==> config.mk <==
export PLATFORM = sky130hd
export DESIGN_NAME = spi_write_scheduler
export DESIGN_NICKNAME = d
export VERILOG_FILES = /design/src/rtl/spi_write_scheduler.sv
export SDC_FILE = /design/constraint.sdc
export NUM_CORES = 1
export LEC_CHECK = 0
export BUFFER_PORTS_ARGS = -buffer_cell sky130_fd_sc_hd__buf_2
export CAP_MARGIN = 5
export CORE_ASPECT_RATIO = 0.7
export CORE_MARGIN = 3
export CORE_UTILIZATION = 40
export DETAILED_ROUTE_END_ITERATION = 10
export SETUP_SLACK_MARGIN = 0.02
export SLEW_MARGIN = 25
export SYNTH_ARGS = -nofsm -noshare
export SYNTH_HDL_FRONTEND = slang
export SYNTH_SLANG_ARGS = --single-unit
==> constraint.sdc <==
create_clock -name clk -period 4.3 [get_ports clk]
set_clock_uncertainty 0.05 [all_clocks]
set_input_delay 0.215 -clock clk [delete_from_list [all_inputs] [get_ports clk]]
set_output_delay 0.215 -clock clk [all_outputs]
set_load 0.005 [all_outputs]
==> src/rtl/spi_write_scheduler.sv <==
// Two-requester round-robin register-write scheduler feeding a small command FIFO,
// serialized as 16-bit {write, addr, data} SPI frames on SCLK/COPI/nCS.
module spi_write_scheduler #(
    parameter int CLK_DIV    = 4,
    parameter int GAP_CYCLES = 8,
    parameter int FIFO_DEPTH = 4,
    parameter int MAX_ADDR   = 4
) (
    input  logic                        clk,
    input  logic                        rst_n,
    input  logic                        a_valid,
    output logic                        a_ready,
    input  logic [6:0]                  a_addr,
    input  logic [7:0]                  a_data,
    input  logic                        b_valid,
    output logic                        b_ready,
    input  logic [6:0]                  b_addr,
    input  logic [7:0]                  b_data,
    output logic                        SCLK,
    output logic                        COPI,
    output logic                        nCS,
    output logic                        busy,
    output logic [$clog2(FIFO_DEPTH):0] fifo_count,
    output logic                        done,
    output logic                        err_addr
);
    localparam int AW = $clog2(FIFO_DEPTH);
    localparam logic [AW:0] DEPTH_C  = (AW+1)'(FIFO_DEPTH);
    localparam logic [7:0]  DIV_LAST = 8'(CLK_DIV - 1);
    localparam logic [7:0]  GAP_LAST = 8'(GAP_CYCLES - 1);
    localparam logic [6:0]  MAX_A    = 7'(MAX_ADDR);

    typedef enum logic [2:0] {IDLE, SETUP, SCLK_HI, SCLK_LO, GAP} state_t;

    state_t        state, next_state;
    logic [7:0]    div;
    logic [3:0]    bit_cnt;
    logic [14:0]   sr;
    logic [14:0]   mem [FIFO_DEPTH];
    logic [AW-1:0] wr_ptr, rd_ptr;
    logic [AW:0]   count, count_next;
    logic          prio, full, empty;
    logic          a_hs, b_hs, hs, legal, push, pop, phase_end;
    logic [6:0]    req_addr;
    logic [7:0]    req_data;

    // Handshake: a transfer happens on a rising clk edge where valid && ready;
    // ready is combinational and never both high while both requesters are valid.
    assign full     = (count == DEPTH_C);
    assign empty    = (count == '0);
    assign a_ready  = !full && (!b_valid || !prio);
    assign b_ready  = !full && (!a_valid || prio);
    assign a_hs     = a_valid && a_ready;
    assign b_hs     = b_valid && b_ready;
    assign hs       = a_hs || b_hs;
    assign req_addr = a_hs ? a_addr : b_addr;
    assign req_data = a_hs ? a_data : b_data;
    assign legal    = (req_addr <= MAX_A);
    assign push     = hs && legal;
    assign pop      = (state == IDLE) && !empty;
    assign phase_end = (state == GAP) ? (div == GAP_LAST) : (div == DIV_LAST);
    assign fifo_count = count;

    always_comb begin
        count_next = count;
        case ({push, pop})
            2'b10:   count_next = count + 1'b1;
            2'b01:   count_next = count - 1'b1;
            default: count_next = count;
        endcase
    end

    always_comb begin
        next_state = state;
        case (state)
            IDLE:    if (pop) next_state = SETUP;
            SETUP:   if (phase_end) next_state = SCLK_HI;
            SCLK_HI: if (phase_end) next_state = SCLK_LO;
            SCLK_LO: if (phase_end) next_state = (bit_cnt == 4'd0) ? GAP : SCLK_HI;
            GAP:     if (phase_end) next_state = IDLE;
            default: next_state = IDLE;
        endcase
    end

    always_ff @(posedge clk) begin
        if (rst_n && push) mem[wr_ptr] <= {req_addr, req_data};
    end

    // Pin outputs are registered from next_state so they line up with the state register.
    always_ff @(posedge clk) begin
        if (!rst_n) begin
            state    <= IDLE;
            div      <= '0;
            bit_cnt  <= '0;
            sr       <= '0;
            wr_ptr   <= '0;
            rd_ptr   <= '0;
            count    <= '0;
            prio     <= 1'b0;
            SCLK     <= 1'b0;
            COPI     <= 1'b0;
            nCS      <= 1'b1;
            busy     <= 1'b0;
            done     <= 1'b0;
            err_addr <= 1'b0;
        end else begin
            state <= next_state;
            div   <= (next_state != state) ? '0 : div + 1'b1;
            count <= count_next;
            if (push) wr_ptr <= wr_ptr + 1'b1;
            if (a_hs) prio <= 1'b1;
            else if (b_hs) prio <= 1'b0;

            if (pop) begin
                sr      <= mem[rd_ptr];
                bit_cnt <= 4'd15;
                rd_ptr  <= rd_ptr + 1'b1;
            end else if (state == SCLK_LO && phase_end && bit_cnt != 4'd0) begin
                bit_cnt <= bit_cnt - 1'b1;
            end

            // The write bit leads; each SCLK_LO entry presents the next bit of sr.
            if (pop) begin
                COPI <= 1'b1;
            end else if (state == SCLK_HI && phase_end) begin
                COPI <= sr[14];
                sr   <= {sr[13:0], 1'b0};
            end else if (next_state == GAP) begin
                COPI <= 1'b0;
            end

            nCS      <= !(next_state inside {SETUP, SCLK_HI, SCLK_LO});
            SCLK     <= (next_state == SCLK_HI);
            busy     <= (next_state != IDLE) || (count_next != '0);
            done     <= (state == GAP) && phase_end;
            err_addr <= hs && !legal;
        end
    end
endmodule

* Yosys cells after proc, flatten, opt, wreduce, memory -nomap -nowiden
Memories as Yosys holds them, arrays and structs flattened. A register that Yosys moved wholly into a read port is not among the register bits.
Cells that the tools add are included.
** Storage, ports and cells
- Output and inout bits :: 11
- Word-level logic and storage cells :: 96
- Input bits :: 34
- Bits in registers :: 44
- Memories :: 1
- Bits in writable memories :: 60
** Memory list
- mem :: depth 4, bits a word 15, read ports 1, clocked after memory_dff 1, wr ports 1, RTL line 39 : logic [14:0] mem [FIFO_DEPTH];
** Cells by class
- Eq/ne operators :: 14
- Add/sub/neg operators :: 6
- Reduce and logical (&&, ||, !) cells :: 34
- Order comparisons :: 1
- Muxes and demuxes :: 25
- Bitwise logic cells :: 1
** Operators with widths (number)
- 15-bit 2-to-1 mux :: 3
- 3-bit 2-to-1 mux :: 6
- 3-bit case mux with 5 select lines :: 1
- 3-bit by 2-bit equality test with 1-bit output (second input constant) :: 4
- 1-bit logical AND :: 12
- 3-bit nonzero test :: 4
- 3-bit equality test (second input constant) :: 3
- 8-bit by 1-bit adder with 8-bit output (second input constant) :: 1
- 8-bit by 2-bit equality test with 1-bit output (second input constant) :: 1
- 8-bit by 3-bit equality test with 1-bit output (second input constant) :: 1
- 1-bit 2-to-1 mux :: 8
- 4-bit 2-to-1 mux :: 2
- 8-bit 2-to-1 mux :: 1
- 7-bit by 3-bit <= comparator with 1-bit output (second input constant) :: 1
- 1-bit zero test :: 7
- 7-bit 2-to-1 mux :: 1
- 3-bit by 1-bit equality test with 1-bit output (second input constant) :: 2
- 3-bit zero test :: 2
- 3-bit case mux with 2 select lines :: 1
- 2-bit by 1-bit adder with 2-bit output (second input constant) :: 2
- 4-bit zero test :: 1
- 1-bit logical OR :: 4
- 2-bit 2-to-1 mux :: 2
- 2-bit nonzero test :: 2
- 9 further kinds :: 9

* Depth between registers and ports, before layout
- Depth in word-level cells :: 11
- Depth in mapped cells :: 12
- Depth with buffers taken out :: 11

* Least setup slack after synthesis
No wires, ideal clock.
- Kind :: flip-flop to flip-flop
- Start :: register count[0] (netlist: fifo_count[0])
- End :: register busy
- Buffers on the path :: 1
- Setup time :: 133 ps
- Slack :: 1614 ps
- Data arrival time :: 2504 ps
- Stages on the path, launching flop included :: 13
- Clock period less this slack :: 2686 ps
- Data required time :: 4117 ps
- Cells stage by stage :: dfxtp_1 -> buf_2 -> or3b_2 -> nand4b_1 -> a21oi_1 -> inv_1 -> ha_1 -> inv_1 -> fa_1 -> nor2b_1 -> a32oi_1 -> o22ai_1 -> a31oi_1
** On the way
- Cells in the longest elaborated chain, start to end :: 11
- Elaborated cells between the ends (all ways) :: 23
- Those cells by class :: add/sub: 2; order compare: 1; eq/ne: 3; mux: 4; reduce/logical: 13
** Ends and longest elaborated chain
- from (decl) :: RTL line 41 : logic [AW:0] count, count_next;
- from (signal assigned) :: RTL line 109 : count <= count_next;
- 3-bit equality test :: RTL line 49 : assign full = (count == DEPTH_C);
- 1-bit zero test :: RTL line 51, 52
- 1-bit logical AND :: RTL line 51 : assign a_ready = !full && (!b_valid || !prio);
- 1-bit logical AND :: RTL line 53 : assign a_hs = a_valid && a_ready;
- 7-bit 2-to-1 mux :: RTL line 56 : assign req_addr = a_hs ? a_addr : b_addr;
- 7-bit by 3-bit <= comparator with 1-bit output :: RTL line 58 : assign legal = (req_addr <= MAX_A);
- 1-bit logical AND :: RTL line 59 : assign push = hs && legal;
- 2-bit by 1-bit equality test with 1-bit output or 2-bit equality test (tied branches) :: RTL line 66 : case ({push, pop})
- 3-bit case mux with 2 select lines :: RTL line 66
- 3-bit nonzero test :: RTL line 134 : busy <= (next_state != IDLE) || (count_next != '0);
- 1-bit logical OR (*) :: RTL line 134
- to (signal assigned) :: RTL line 134
- to (decl) :: RTL line 22 : output logic busy,
Every way passes the cells marked *; elsewhere a longest branch is shown, timed or not.
A chain may end at the register's enable or synchronous reset.

* Worst setup path in the final report
- Start :: register count[2] (netlist: fifo_count[2])
- End :: register busy
The elaborated chain is that of the path after synthesis.

==> results.json <==
{
  "fp.dieH_um": 95.23,
  "cts_root_buffer": "clkbuf_16",
  "globalplace.congestion": 0.8052,
  "antennaDiodeCount": 0,
  "max_slew_margin": 0.4431,
  "grt.total_usage": 0.1466,
  "cp.arrival_ns": 3.29,
  "fillCellCount": 982,
  "cp_max_fo": 8,
  "die_x_um": 133.5,
  "cts_sinks": 106,
  "p_clk_frac": 0.289,
  "path_clk_slew_ns": 0.08,
  "route.detailed.drc": 0,
  "fin_nets": 426,
  "maxSlewViolCount": 0,
  "start_kind": "flop",
  "final_common_cell": "edfxtp_1",
  "avgSynthCellArea_sq_um": 13.26,
  "final_antenna_net_count": 0,
  "synthCells": 343,
  "postCtsHoldBufs": 0,
  "overflow": 0,
  "async_flop_share": 0,
  "drtIter0Drc": 202,
  "hold_viol_final": 0,
  "syn_to_final_growth_pct": 14.22,
  "grt_pass1_vias": 2722,
  "p_int_mw": 1.940,
  "synth-edff-count": 60,
  "core-area_sq_um": 10710,
  "critPathKind": "reg -> reg",
  "antenna_found_initial": 0,
  "final_cell_mix": "edfxtp_1, dfxtp_1, buf_2, a21oi_1, o21ai_0",
  "grt_setup_unrepaired": "no",
  "yosys_warnings": 0,
  "cts_resized": 0,
  "cap_violations": 0,
  "cts_max_path_buffers": 2,
  "netSwitchingPower_mw": 0.8634,
  "required_ns": 4.52,
  "postLayoutCoreUtil": 0.4854,
  "ys_types": 52,
  "postRouteWirelength_um": 8628,
  "fmax_mhz": 325.5,
  "setup_tns_ns": 0,
  "syn_nets": 385,
  "power_density_nw_per_um2": 539.6,
  "rows": 31,
  "routedWlPerCell_um": 16.07,
  "ys_ff_latch": 106,
  "final_layout_size_suffix_gt1_frac": 0.2674,
  "grt_max_degree": 34,
  "place_hpwl_um": 5820,
  "seq_power_share": 0.485,
  "grt_pass1_wl_um": 14340,
  "cts_tree": "built",
  "clkLatencyLatePin_ns": 0.35,
  "die_area_sq_um": 12710,
  "comb_power_share": 0.225,
  "max-vdd-ir-drop_mv": 0.2481,
  "h-tree-depth": 3,
  "drt-pass1-iter-count": 5,
  "io_pins": 45,
  "worst_pin_slew_ns": 0.8354,
  "synth_seq_area_share": 0.5985,
  "p_leak_nw": 1.913,
  "via_count": 2831,
  "syn-cell-area_sq_um": 4549,
  "setup_violations": 0,
  "portBuffers": 44,
  "period_needed_ns": 3.072,
  "start_util": 0.4250,
  "power.share.switching": 0.3079,
  "synth_ff_type": "edfxtp_1",
  "cts-buffers-inserted": 9,
  "via_per_inst": 5.272,
  "outcome": "finished, final reports clean",
  "worstHoldPathType": "in -> reg",
  "period_share": 0.7145,
  "post_cts_buffers": 0,
  "crit_path_end_kind": "flop"
}
[per-layer routing]
layer | up-vias | track usage | wire length [um]
met4 | 0 | 0.05223 | 125
met1 | 1384 | 0.2092 | 4318
met5 | - | 0 | 0
met3 | 13 | 0.03797 | 338
met2 | 60 | 0.2179 | 3845
li1 | 1374 | - | -
[synth_stat cells, drive strengths merged (5+ instances only)]
library cell  count  share of area
edfxtp           60           0.40
dfxtp            46           0.20
clkbuf            8         0.0066
ha                7          0.019
mux2i            16          0.035
nor2             18          0.015
xor2              8          0.015
mux4             15          0.074
buf               7         0.0096
a21oi            25          0.028
o21ai            22          0.024
and2              6         0.0085
inv              14          0.012
mux2             15          0.037
nor3              5         0.0055
nand2            11         0.0091
nand3            14          0.017
[power by group through the flow]
stage / registers [mW] / clock network [mW] / logic (mW)
2_1_floorplan: 1.32 / 0 / 0.516
3_3_place_gp: 1.38 / 0 / 0.619
3_5_place_dp: 1.39 / 0 / 0.633
4_1_cts: 1.36 / 0.835 / 0.636
5_1_grt: 1.39 / 0.873 / 0.713
6_report: 1.36 / 0.812 / 0.632
[worst max-delay path: stages, from the launching register on]
cell	delay, ns
dfxtp_1	0.43
nor3b_1	0.50
o211ai_1	0.23
a21oi_1	0.33
inv_1	0.11
ha_1	0.24
inv_1	0.07
fa_1	0.39
nor2b_1	0.16
a32oi_1	0.20
o22ai_1	0.11
a31oi_1	0.18
[layout make-up]
class                           count  area, sq um  area share
Clock buffer                        9        225.2     0.04334
Clock inverter                      7        81.33     0.01565
Inverter                           14        52.55     0.01011
Multi-Input combinational cell    208         1700      0.3272
Sequential cell                   106         2724      0.5242
Tap cell                          148        185.2     0.03564
Timing Repair Buffer               45        227.7     0.04382
[cell families after synthesis]
| kind of cell | Yosys count | synth area share |
|---|---|---|
| xor+xnor | 10 | 0.01925 |
| buf+inv | 29 | 0.02778 |
| mux | 46 | 0.1466 |
| flops | 106 | 0.5985 |
| fa+ha+maj | 8 | 0.02365 |
| simple gates | 76 | 0.09406 |
| compound gates | 68 | 0.09021 |
[flip-flops by register name (all words and copies together), names as in the netlist, named ones only]
name        flops
err_addr        1
SCLK            1
busy            1
COPI            1
sr             15
wr_ptr          2
mem            60
nCS             1
prio            1
bit_cnt         4
div             8
fifo_count      3
done            1
state           3
rd_ptr          2
[stage by stage]
| stage | instances | setup WS, ns | hold slack [ns] | power (mW) | instance area (sq um) |
|---|---|---|---|---|---|
| 6_report | 537 | 1.228 | 0.1249 | 2.804 | 5196 |
| 5_1_grt | 537 | 0.9237 | 0.1553 | 2.979 | 5196 |
| 4_1_cts | 537 | 1.235 | 0.1152 | 2.836 | 5196 |
| 3_5_place_dp | 521 | 1.273 | 0.4150 | 2.019 | 4890 |
| 3_3_place_gp | 521 | 1.386 | 0.4112 | 2.001 | 4888 |
| 2_1_floorplan | 343 | 1.614 | 0.3210 | 1.834 | 4549 |
[worst paths after layout]
kind	cells past startpoint	slack (ns)	to	start
setup / recovery	11	1.23	busy	fifo_count[2]
setup reg to reg	11	1.23	busy	fifo_count[2]
hold reg to reg	2	0.42	sr[0]	sr[0]
hold / removal	3	0.12	prio	a_valid
Note: power is estimated with default switching activity, not from simulation.
